**config.mk**
```make
export PLATFORM = sky130hd
export DESIGN_NAME = disdat_i2c_master
export DESIGN_NICKNAME = d
export VERILOG_FILES = /design/src/rtl/disdat_i2c_master.sv
export SDC_FILE = /design/constraint.sdc
export NUM_CORES = 1
export LEC_CHECK = 0
export BUFFER_PORTS_ARGS = -buffer_cell sky130_fd_sc_hd__buf_2
export CAP_MARGIN = 20
export CORE_ASPECT_RATIO = 2
export CORE_UTILIZATION = 45
export CTS_CLUSTER_DIAMETER = 100
export DETAILED_ROUTE_END_ITERATION = 8
export MAX_ROUTING_LAYER = met4
export PLACE_DENSITY = 0.7
export SLEW_MARGIN = 15
export SYNTH_ARGS = -nofsm -noshare
export SYNTH_HDL_FRONTEND = slang
export SYNTH_SLANG_ARGS = --single-unit
```
**constraint.sdc**
```tcl
create_clock -name clk30 -period 4.35 [get_ports clk30]
set_input_delay 0.435 -clock clk30 [delete_from_list [all_inputs] [get_ports clk30]]
set_output_delay 0.435 -clock clk30 [all_outputs]
set_load 0.01 [all_outputs]
```
**src/rtl/disdat_i2c_master.sv**
```systemverilog
// Write-only I2C initiator for the DISDAT/DISCLK display bus: address + data-byte
// stream with START/STOP framing, ACK checking and fixed half-period bit timing.
module disdat_i2c_master #(
   parameter int HALF_PERIOD = 150
) (
   input  logic       clk30,
   input  logic       reset,
   input  logic       start,
   input  logic [6:0] dev_addr,
   input  logic       byte_valid,
   input  logic [7:0] byte_data,
   input  logic       byte_last,
   output logic       byte_ready,
   output logic       busy,
   output logic       done,
   output logic       nack,
   output logic       scl,
   output logic       sda_out,
   input  logic       sda_in
);

   localparam int CW = $clog2(HALF_PERIOD + 1);
   localparam logic [CW-1:0] RELOAD = CW'(HALF_PERIOD - 1);

   typedef enum logic [3:0] {
      S_IDLE, S_START_A, S_START_B, S_BIT_LO, S_BIT_HI, S_ACK_LO,
      S_ACK_HI, S_FETCH, S_STOP_A, S_STOP_B, S_STOP_C
   } state_t;

   state_t        r_state;
   logic [CW-1:0] r_cnt;
   logic [7:0]    r_shift;
   logic [2:0]    r_bit;
   logic          r_addr, r_last;
   logic          r_scl, r_sda, r_busy, r_done, r_nack, r_ready;
   logic          w_tick;

   assign w_tick     = (r_cnt == '0);
   assign scl        = r_scl;
   assign sda_out    = r_sda;
   assign busy       = r_busy;
   assign done       = r_done;
   assign nack       = r_nack;
   assign byte_ready = r_ready;

   always_ff @(posedge clk30) begin
      if (reset) begin
         r_state <= S_IDLE;
         r_cnt   <= RELOAD;
         r_shift <= '0;
         r_bit   <= '0;
         r_addr  <= 1'b0;
         r_last  <= 1'b0;
         r_scl   <= 1'b1;
         r_sda   <= 1'b1;
         r_busy  <= 1'b0;
         r_done  <= 1'b0;
         r_nack  <= 1'b0;
         r_ready <= 1'b0;
      end else begin
         r_done <= 1'b0;
         // Timed states leave on the tick, which also reloads for the next state;
         // the untimed IDLE/FETCH exits reload explicitly.
         r_cnt  <= w_tick ? RELOAD : r_cnt - 1'b1;
         case (r_state)
            S_IDLE: if (start) begin
               r_state <= S_START_A;
               r_cnt   <= RELOAD;
               r_busy  <= 1'b1;
               r_shift <= {dev_addr, 1'b0};
               r_addr  <= 1'b1;
               r_nack  <= 1'b0;
            end
            S_START_A: if (w_tick) begin
               r_state <= S_START_B;
               r_sda   <= 1'b0;
            end
            S_START_B: if (w_tick) begin
               r_state <= S_BIT_LO;
               r_scl   <= 1'b0;
               r_sda   <= r_shift[7];
               r_bit   <= 3'd7;
            end
            S_BIT_LO: if (w_tick) begin
               r_state <= S_BIT_HI;
               r_scl   <= 1'b1;
            end
            S_BIT_HI: if (w_tick) begin
               r_scl <= 1'b0;
               if (r_bit == 3'd0) begin
                  r_state <= S_ACK_LO;
                  r_sda   <= 1'b1;
               end else begin
                  r_state <= S_BIT_LO;
                  r_bit   <= r_bit - 1'b1;
                  r_shift <= {r_shift[6:0], 1'b0};
                  r_sda   <= r_shift[6];
               end
            end
            S_ACK_LO: if (w_tick) begin
               r_state <= S_ACK_HI;
               r_scl   <= 1'b1;
            end
            S_ACK_HI: if (w_tick) begin
               r_scl <= 1'b0;
               r_sda <= 1'b0;
               if (sda_in) begin
                  r_nack  <= 1'b1;
                  r_state <= S_STOP_A;
               end else if (r_addr || !r_last) begin
                  r_addr  <= 1'b0;
                  r_state <= S_FETCH;
                  r_ready <= 1'b1;
               end else begin
                  r_state <= S_STOP_A;
               end
            end
            // Initiator-side clock stretch: SCL stays low until a byte arrives.
            S_FETCH: if (byte_valid && r_ready) begin
               r_ready <= 1'b0;
               r_shift <= byte_data;
               r_last  <= byte_last;
               r_sda   <= byte_data[7];
               r_bit   <= 3'd7;
               r_state <= S_BIT_LO;
               r_cnt   <= RELOAD;
            end
            S_STOP_A: if (w_tick) begin
               r_state <= S_STOP_B;
               r_scl   <= 1'b1;
            end
            S_STOP_B: if (w_tick) begin
               r_state <= S_STOP_C;
               r_sda   <= 1'b1;
            end
            S_STOP_C: if (w_tick) begin
               r_state <= S_IDLE;
               r_busy  <= 1'b0;
               r_done  <= 1'b1;
            end
            default: r_state <= S_IDLE;
         endcase
      end
   end

endmodule

```
## After elaboration in Yosys (flattened, before gate mapping)

Cells that the tools add are included.

| word-level totals | value |
|---|---|
| word-level logic and storage cells | 123 |
| input port bits | 21 |
| flip-flop bits (word level) | 31 |
| output and inout port bits | 6 |

| cells by class | value |
|---|---|
| bitwise logic cells | 1 |
| reductions and logical operators | 27 |
| add/sub/neg operators | 2 |
| mux-type cells | 53 |
| equal/unequal tests | 28 |

Operator list:

| cell | count |
|---|---|
| $mux 8 | 7 |
| $mux 4 | 13 |
| $pmux 4 s11 | 1 |
| $ne 2x2->1 const B | 15 |
| $pmux 8 s3 | 1 |
| $reduce_and 5->1 | 4 |
| $mux 1 | 18 |
| $eq 4x3->1 const B | 4 |
| $pmux 8 s2 | 1 |
| $mux 3 | 5 |
| $eq 4x4->1 const B | 3 |
| $reduce_and 11->1 | 1 |
| $pmux 1 s2 | 5 |
| $pmux 3 s3 | 1 |
| $eq 4x2->1 const B | 2 |
| $logic_not 8->1 | 1 |
| $reduce_bool 2->1 | 4 |
| $sub 8x1->8 const B | 1 |
| $ne 2x1->1 const B | 3 |
| $reduce_and 3->1 | 2 |
| $reduce_and 6->1 | 1 |
| $reduce_bool 3->1 | 2 |
| $reduce_or 3->1 | 2 |
| $pmux 1 s5 | 1 |
| other kinds (12) | 13 |

## Logic depth before layout (Yosys ltp)

Gate-level depths: netlist of the first run.

| logic depth | value |
|---|---|
| depth after elaboration | 6 |
| depth in mapped cells | 8 |

## Least setup slack after synthesis of the first run

No wires, ideal clock.

| timing | value |
|---|---|
| kind | reg2reg |
| from | reg r_cnt[4] |
| to | reg r_bit[1] |
| data required time | 4.259 ns |
| arrival time | 1.883 ns |
| path slack | 2.377 ns |
| stages on the path, launching flop included | 6 |
| path buffers | 0 |
| setup time | 0.091 ns |
| cells stage by stage | dfxtp_1 or4_4 or4_4 a21boi_4 nor2_1 a311oi_1 |

| on the way | value |
|---|---|
| longest elaborated chain between the ends | 3 |

RTL lines:

| item | line | source |
|---|---|---|
| from (decl) | 31 | `logic [CW-1:0] r_cnt;` |
| from (signal assigned) | 64 | `r_cnt <= w_tick ? RELOAD : r_cnt - 1'b1;` |
| $logic_not 8->1 (*) | 38 | `assign w_tick = (r_cnt == '0);` |
| $ne 2x2->1 (no line) | n/a |  |
| $reduce_and 5->1 (no line) (*) | n/a |  |
| to (signal assigned) | 95 | `r_bit <= r_bit - 1'b1;` |
| to (decl) | 33 | `logic [2:0] r_bit;` |

Mark *: on every way between the ends. The rest lies on a longest branch, timed or not.
A chain may end at the register's enable or synchronous reset.

## Final worst setup path of the first run

| timing | value |
|---|---|
| from | reg r_state[1] |
| to | reg r_bit[2] |

| on the way | value |
|---|---|
| longest elaborated chain between the ends | 3 |

RTL lines:

| item | line | source |
|---|---|---|
| from (decl) | 30 | `state_t r_state;` |
| from (signal assigned) | 48 | `r_state <= S_IDLE;` |
| from (signal assigned) | 67 | `r_state <= S_START_A;` |
| from (signal assigned) | 75 | `r_state <= S_START_B;` |
| $eq 4x3->1 or $eq 4x2->1 (tied branches) | 65 | `case (r_state)` |
| $ne 2x2->1 (no line) or $reduce_bool 3->1 (tied branches) | n/a |  |
| $reduce_and 5->1 (no line) | n/a |  |

Several ways; a longest one is shown, not always the timed one.

==> results of run 1 <==
synthesized netlist by cell type (2+ instances only):
library cell  count  area, um2
and2_1            2      12.51
nand2b_1          8      50.05
nor4_1            2      12.51
ha_1              4      50.05
nor2_1           33      123.9
a311oi_1          4      35.03
nor2b_1           3      18.77
o31ai_1           2      15.01
a31oi_1           3      18.77
inv_1            13      48.80
nand2_1          14      52.55
and2b_2           2      17.52
or4_4             2      22.52
nor3_1            4      20.02
a21o_1            2      15.01
or3b_2            2      17.52
nand3_1           3      15.01
o21ai_0          14      70.07
o211ai_1          2      15.01
dfxtp_1          31      620.6
xnor2_1           5      43.79
mux2i_1           9      90.09
a21oi_1           8      40.04
a211o_1           2      17.52
o41ai_2           2      32.53
clkbuf_1         12      45.04
or3_1             2      12.51
a22oi_1           8      60.06
worst max path at each step:
stage	start	end	slack [ps]	cells after the start
after floorplan	r_cnt[4]	r_bit[1]	2380	5
after global placement	r_state[2]	r_shift[5]	1800	5
after detailed placement	r_state[2]	r_shift[7]	1730	5
after CTS	r_state[2]	r_shift[7]	1710	5
after global routing	r_state[1]	r_cnt[2]	1600	4
final	r_state[1]	r_bit[2]	1760	5
power by group:
group          leakage [nW]  internal [mW]  switching, mW
sequential            0.253          0.326         0.0700
combinational         0.540          0.146          0.158
clock                0.0515          0.144          0.106
total                 0.844          0.616          0.334
logic make-up (layout without fill, tap and decap cells):
family / after synthesis / in the layout
flops: 31 / 31
mux: 9 / 9
simple gates: 90 / 90
compound gates: 56 / 56
xor+xnor: 6 / 6
fa+ha+maj: 4 / 4
buf+inv: 27 / 49
layout make-up:
class / instances / area [um2] / share of cell area, %
Inverter: 13 / 48.80 / 2.356
Sequential cell: 31 / 620.6 / 29.97
Clock buffer: 8 / 100.1 / 4.834
Timing Repair Buffer: 28 / 142.6 / 6.888
Tap cell: 51 / 63.81 / 3.082
Multi-Input combinational cell: 165 / 1095 / 52.87
through the flow:
stage | power (mW) | area (um2) | util (%)
after global placement | 0.6993 | 1966 | 51.14
final | 0.9503 | 2071 | 53.87
after global routing | 1.024 | 2071 | 53.87
after CTS | 0.9593 | 2066 | 53.74
after detailed placement | 0.7071 | 1966 | 51.14
after floorplan | 0.6466 | 1818 | -
sequential cells by signal, summed over array words and instances, names as in the netlist, 3 cells and up:
| name | cells |
|---|---|
| r_state | 4 |
| r_cnt | 8 |
| r_shift | 8 |
| r_bit | 3 |
critical path, stage by stage (launching register included):
cell and delay, ps:
dfxtp_1 870, or4b_2 650, or4_4 450, a21boi_4 220, nor2_1 60, a311oi_1 240
per-layer routing:
layer	global-route usage, %	wire length (um)
met3	5.118	108
met1	22.83	1530
met2	35.30	2195
met4	12.14	155
met5	-	0
==> reports/results.tsv, run 1 <==
metric	value	unit
wl	3.990	mm
hold_path_end	r_last	
dpl.cell_count	287	
syn2layout_area_growth	13.90	%
clockBufferDepth	2	
ir_drop	0.2414	mV
leakage	0.8443	nW
stdcell_count	296	
syn_inst	223	
firstDrtPassIters	4	
setup_viol	0	
arrival	2780	ps
synth_compound_area_share	22.09	%
ys_ff_latch	31	
synth_simple_gate_area_share	27.19	%
status	finished clean	
synth_warnings	0	
power_density	458.9	nW/um2
h-tree-depth	2	
die_h	91.89	um
gr-usage-all-layers	21.79	%
synth_flop_cell	dfxtp_1	
whs	397.1	ps
final_common_cell	nor2_1	
timing.rr.end	r_bit[2]	
drv_slew	0	
grt_pass1_wl	6.561	mm
ios	27	
reg2reg_depth	5	
finalWeightedCongestion	0.8824	
wl_per_cell	13.48	um
fin_crit_sh	59.49	%
worst_setup_path_start_kind	flip-flop	
synthMuxAreaShare	4.955	%
mostFrequentLayoutCells	nor2_1 (33), dfxtp_1 (31), buf_2 (27), o21ai_0 (14), nand2_1 (14)	
slew_headroom	43.57	%
yosysSeqAreaShare	34.14	%
rsz0062_at_grt	no	
antenna_cells	0	
synth_xor_area_share	2.891	%
clkSinkCount	31	
cp_max_fo	28	
die_w	46.95	um
cts_hold_buf	0	
async_flop_share	0	%
hold_class	in2reg	
grt_max_degree	29	
synth_top_family_by_area	simple AND/OR/NAND/NOR gates	
hpwlAfterDp	2.915	mm
hp-start	byte_last	
fill_cells	405	
tightestPinTransition	845.3	ps
pre_cts_slack	1734	ps
timing.fmax	0.3864	GHz
fin_ws	1762	ps
portBuffers	26	
vias	1609	
cts_root_buf	clkbuf_8	
grt_pass1_vias	1442	
grt_antenna_before_repair	0	
cts_made_buffers	5	
start_util	47.30	%
synthAdderAreaFrac	2.753	%
tns	0	ps
grt.overflow.total	0	
critPathCaptureType	flip-flop	
layout.nets	269	
reg2reg_slack	1760	ps
min_period	2588	ps
avgSynthCellArea	8.152	um2
first_iter_violations	38	
drive_above_1_share	21.22	%
core	3844	um2
row_count	32	
finalHoldViolations	0	
required	4540	ps
synth_edf_count	0	
die-area	4314	um2
syn_area	1818	um2
drc	0	
reg2reg_from	r_state[1]	
clk_latency	280	ps
tritoncts	built	
setup.worst_path.class	reg2reg	
post_cts_buffers	0	
synthDistinctLibCells	53	
maxCapViolCount	0	
worstHoldPathCells	3	
cts_resized	0	
synth_nets	248	
cts.clk_slew.worst_paths	70	ps
skew	8.130	ps
drtAntennaViolNets	0	
viasPerCell	5.436	
Note: power is estimated with default switching activity, not from simulation.
==> run 2, diff against run 1 <==
- clock period: 4.35 -> 2.5 ns (I/O delays scaled with it)
==> run 2 against run 1 <==
  * Core utilization rose by 2.1 points
  * Sequential share of layout area shrank 1.1 points
  * Count of clock-buffer cells in the layout decreased by 2
  * Clock skew about the same
  * Worst setup slack worse by 1300 ps
  * Global-route usage increased by 1.3 points
  * Register-to-register slack got worse by 1300 ps
  * Final area is 3.9% higher
  * Combinational power is 110% higher
==> reports/results.tsv, run 2 (synthesized netlist as in run 1, its figures left out) <==
metric	value	unit
status	finished clean	
leakage	0.8970	nW
core	3844	um2
h-tree-depth	2	
multi_input_area	1095	um2
cpMaxStageDelayCell	nor4_2	
cp_max_fo	12	
worstHoldPathCells	3	
arrival	2200	ps
cts_hold_buf	0	
row_count	32	
cp_cell_sequence	buf_4 -> nor4_2 -> a22oi_1 -> a211oi_1 -> nand3_1	
skew	8.535	ps
tns	0	ps
largestRegisters	r_cnt x8, r_shift x8, r_state x4	
clkSinkCount	31	
grt_pass1_wl	7.038	mm
critPathCaptureType	flip-flop	
pre_cts_slack	433.3	ps
viasPerCell	5.530	
power_switching	0.6061	mW
wl	4.254	mm
fin_ws	436.1	ps
cts_resized	0	
clockBufferDepth	2	
drtAntennaViolNets	0	
finalWeightedCongestion	0.9010	
drv_slew	0	
hold_class	in2reg	
tritoncts	built	
timing.fmax	0.4845	GHz
first_iter_violations	35	
die-area	4314	um2
power_density	826.2	nW/um2
hp-start	byte_last	
die_h	91.89	um
setup.worst_path.class	reg2reg	
cts_made_buffers	5	
reg2reg_from	r_state[1]	
grt_antenna_before_repair	0	
p_comb_share	36.7	%
hpwlAfterDp	3.098	mm
post_cts_buffers	0	
slew_headroom	53.84	%
mostFrequentLayoutCells	nor2_1 (33), dfxtp_1 (31), buf_2 (26), o21ai_0 (14), nand2_1 (14)	
start_util	47.30	%
required	2640	ps
cts.clk_slew.worst_paths	70	ps
die_w	46.95	um
vias	1681	
final_common_cell	nor2_1	
maxCapViolCount	0	
portBuffers	26	
p_seq_share	34.4	%
seqCellArea	620.6	um2
setup_viol	0	
fin_crit_sh	82.56	%
tightestPinTransition	684.9	ps
hold_path_end	r_last	
clkPwrFrac	28.9	%
grt.overflow.total	0	
antenna_cells	0	
firstDrtPassIters	4	
layout.nets	277	
drc	0	
grt_pass1_vias	1558	
max_stage_delay	540	ps
wl_per_cell	13.99	um
ir_drop	0.5760	mV
clk_latency	280	ps
internal-power	1.171	mW
cpLargestDelayFamily	compound AO/OA/AOI/OAI gates	
timing.rr.end	r_cnt[2]	
fill_cells	391	
rsz0062_at_grt	no	
syn2layout_area_growth	18.31	%
ios	27	
gr-usage-all-layers	23.07	%
critPathBufInv	1	
reg2reg_depth	5	
finalHoldViolations	0	
cts_root_buf	clkbuf_8	
grt_max_degree	28	
drive_above_1_share	24.11	%
min_period	2064	ps
power.share.switching	34.11	%
reg2reg_slack	440	ps
worst_setup_path_start_kind	flip-flop	
-- run 2: power groups by stage --
stage                     logic [mW]  registers (mW)  clock network, mW
final                          0.653           0.611              0.513
after global routing           0.729           0.619              0.552
after CTS                      0.651           0.610              0.527
after detailed placement       0.647           0.621                  0
after global placement         0.641           0.618                  0
after floorplan                0.507           0.618                  0
-- run 2: through the flow --
stage / instance area [um2] / hold WS, ps / std cells / util, % / power, mW
floorplan: 1818 / 371.1 / 223 / - / 1.125
global placement: 2033 / 379.2 / 296 / 52.90 / 1.259
detailed placement: 2033 / 385.3 / 296 / 52.90 / 1.268
CTS: 2151 / 213.2 / 304 / 55.96 / 1.789
global route: 2151 / 246.4 / 304 / 55.96 / 1.900
finish: 2151 / 216.6 / 304 / 55.96 / 1.777
-- run 2: routing by layer --
| metal | up-vias | wire length, um | GRT usage (%) |
|---|---|---|---|
| met2 | 31 | 2237 | 36.23 |
| met1 | 780 | 1727 | 25.83 |
| met3 | 17 | 89 | 4.331 |
| met5 | - | 0 | - |
| li1 | 853 | - | - |
| met4 | 0 | 199 | 13.33 |
-- run 2: worst max path at each step --
stage | from | to | slack (ps) | cells past startpoint
floorplan | r_cnt[4] | r_bit[1] | 530 | 5
global placement | r_cnt[4] | r_bit[1] | 470 | 5
detailed placement | r_cnt[4] | r_bit[1] | 430 | 5
CTS | r_state[1] | r_cnt[2] | 410 | 5
global route | r_state[1] | r_cnt[2] | 210 | 5
finish | r_state[1] | r_cnt[2] | 440 | 5
-- run 2: area by class of cell --
type,instances,area share [%]
Inverter,13,2.269
Clock buffer,6,3.839
Multi-Input combinational cell,165,50.90
Sequential cell,31,28.85
Clock inverter,2,1.629
Timing Repair Buffer,36,9.540
Tap cell,51,2.967
-- run 2: worst min-delay path, delay by kind of cell --
| family | cells | cell delay (ps) |
|---|---|---|
| buffers and inverters | 1 | 90 |
| and+or+nand+nor | 1 | 70 |
| muxes | 1 | 60 |
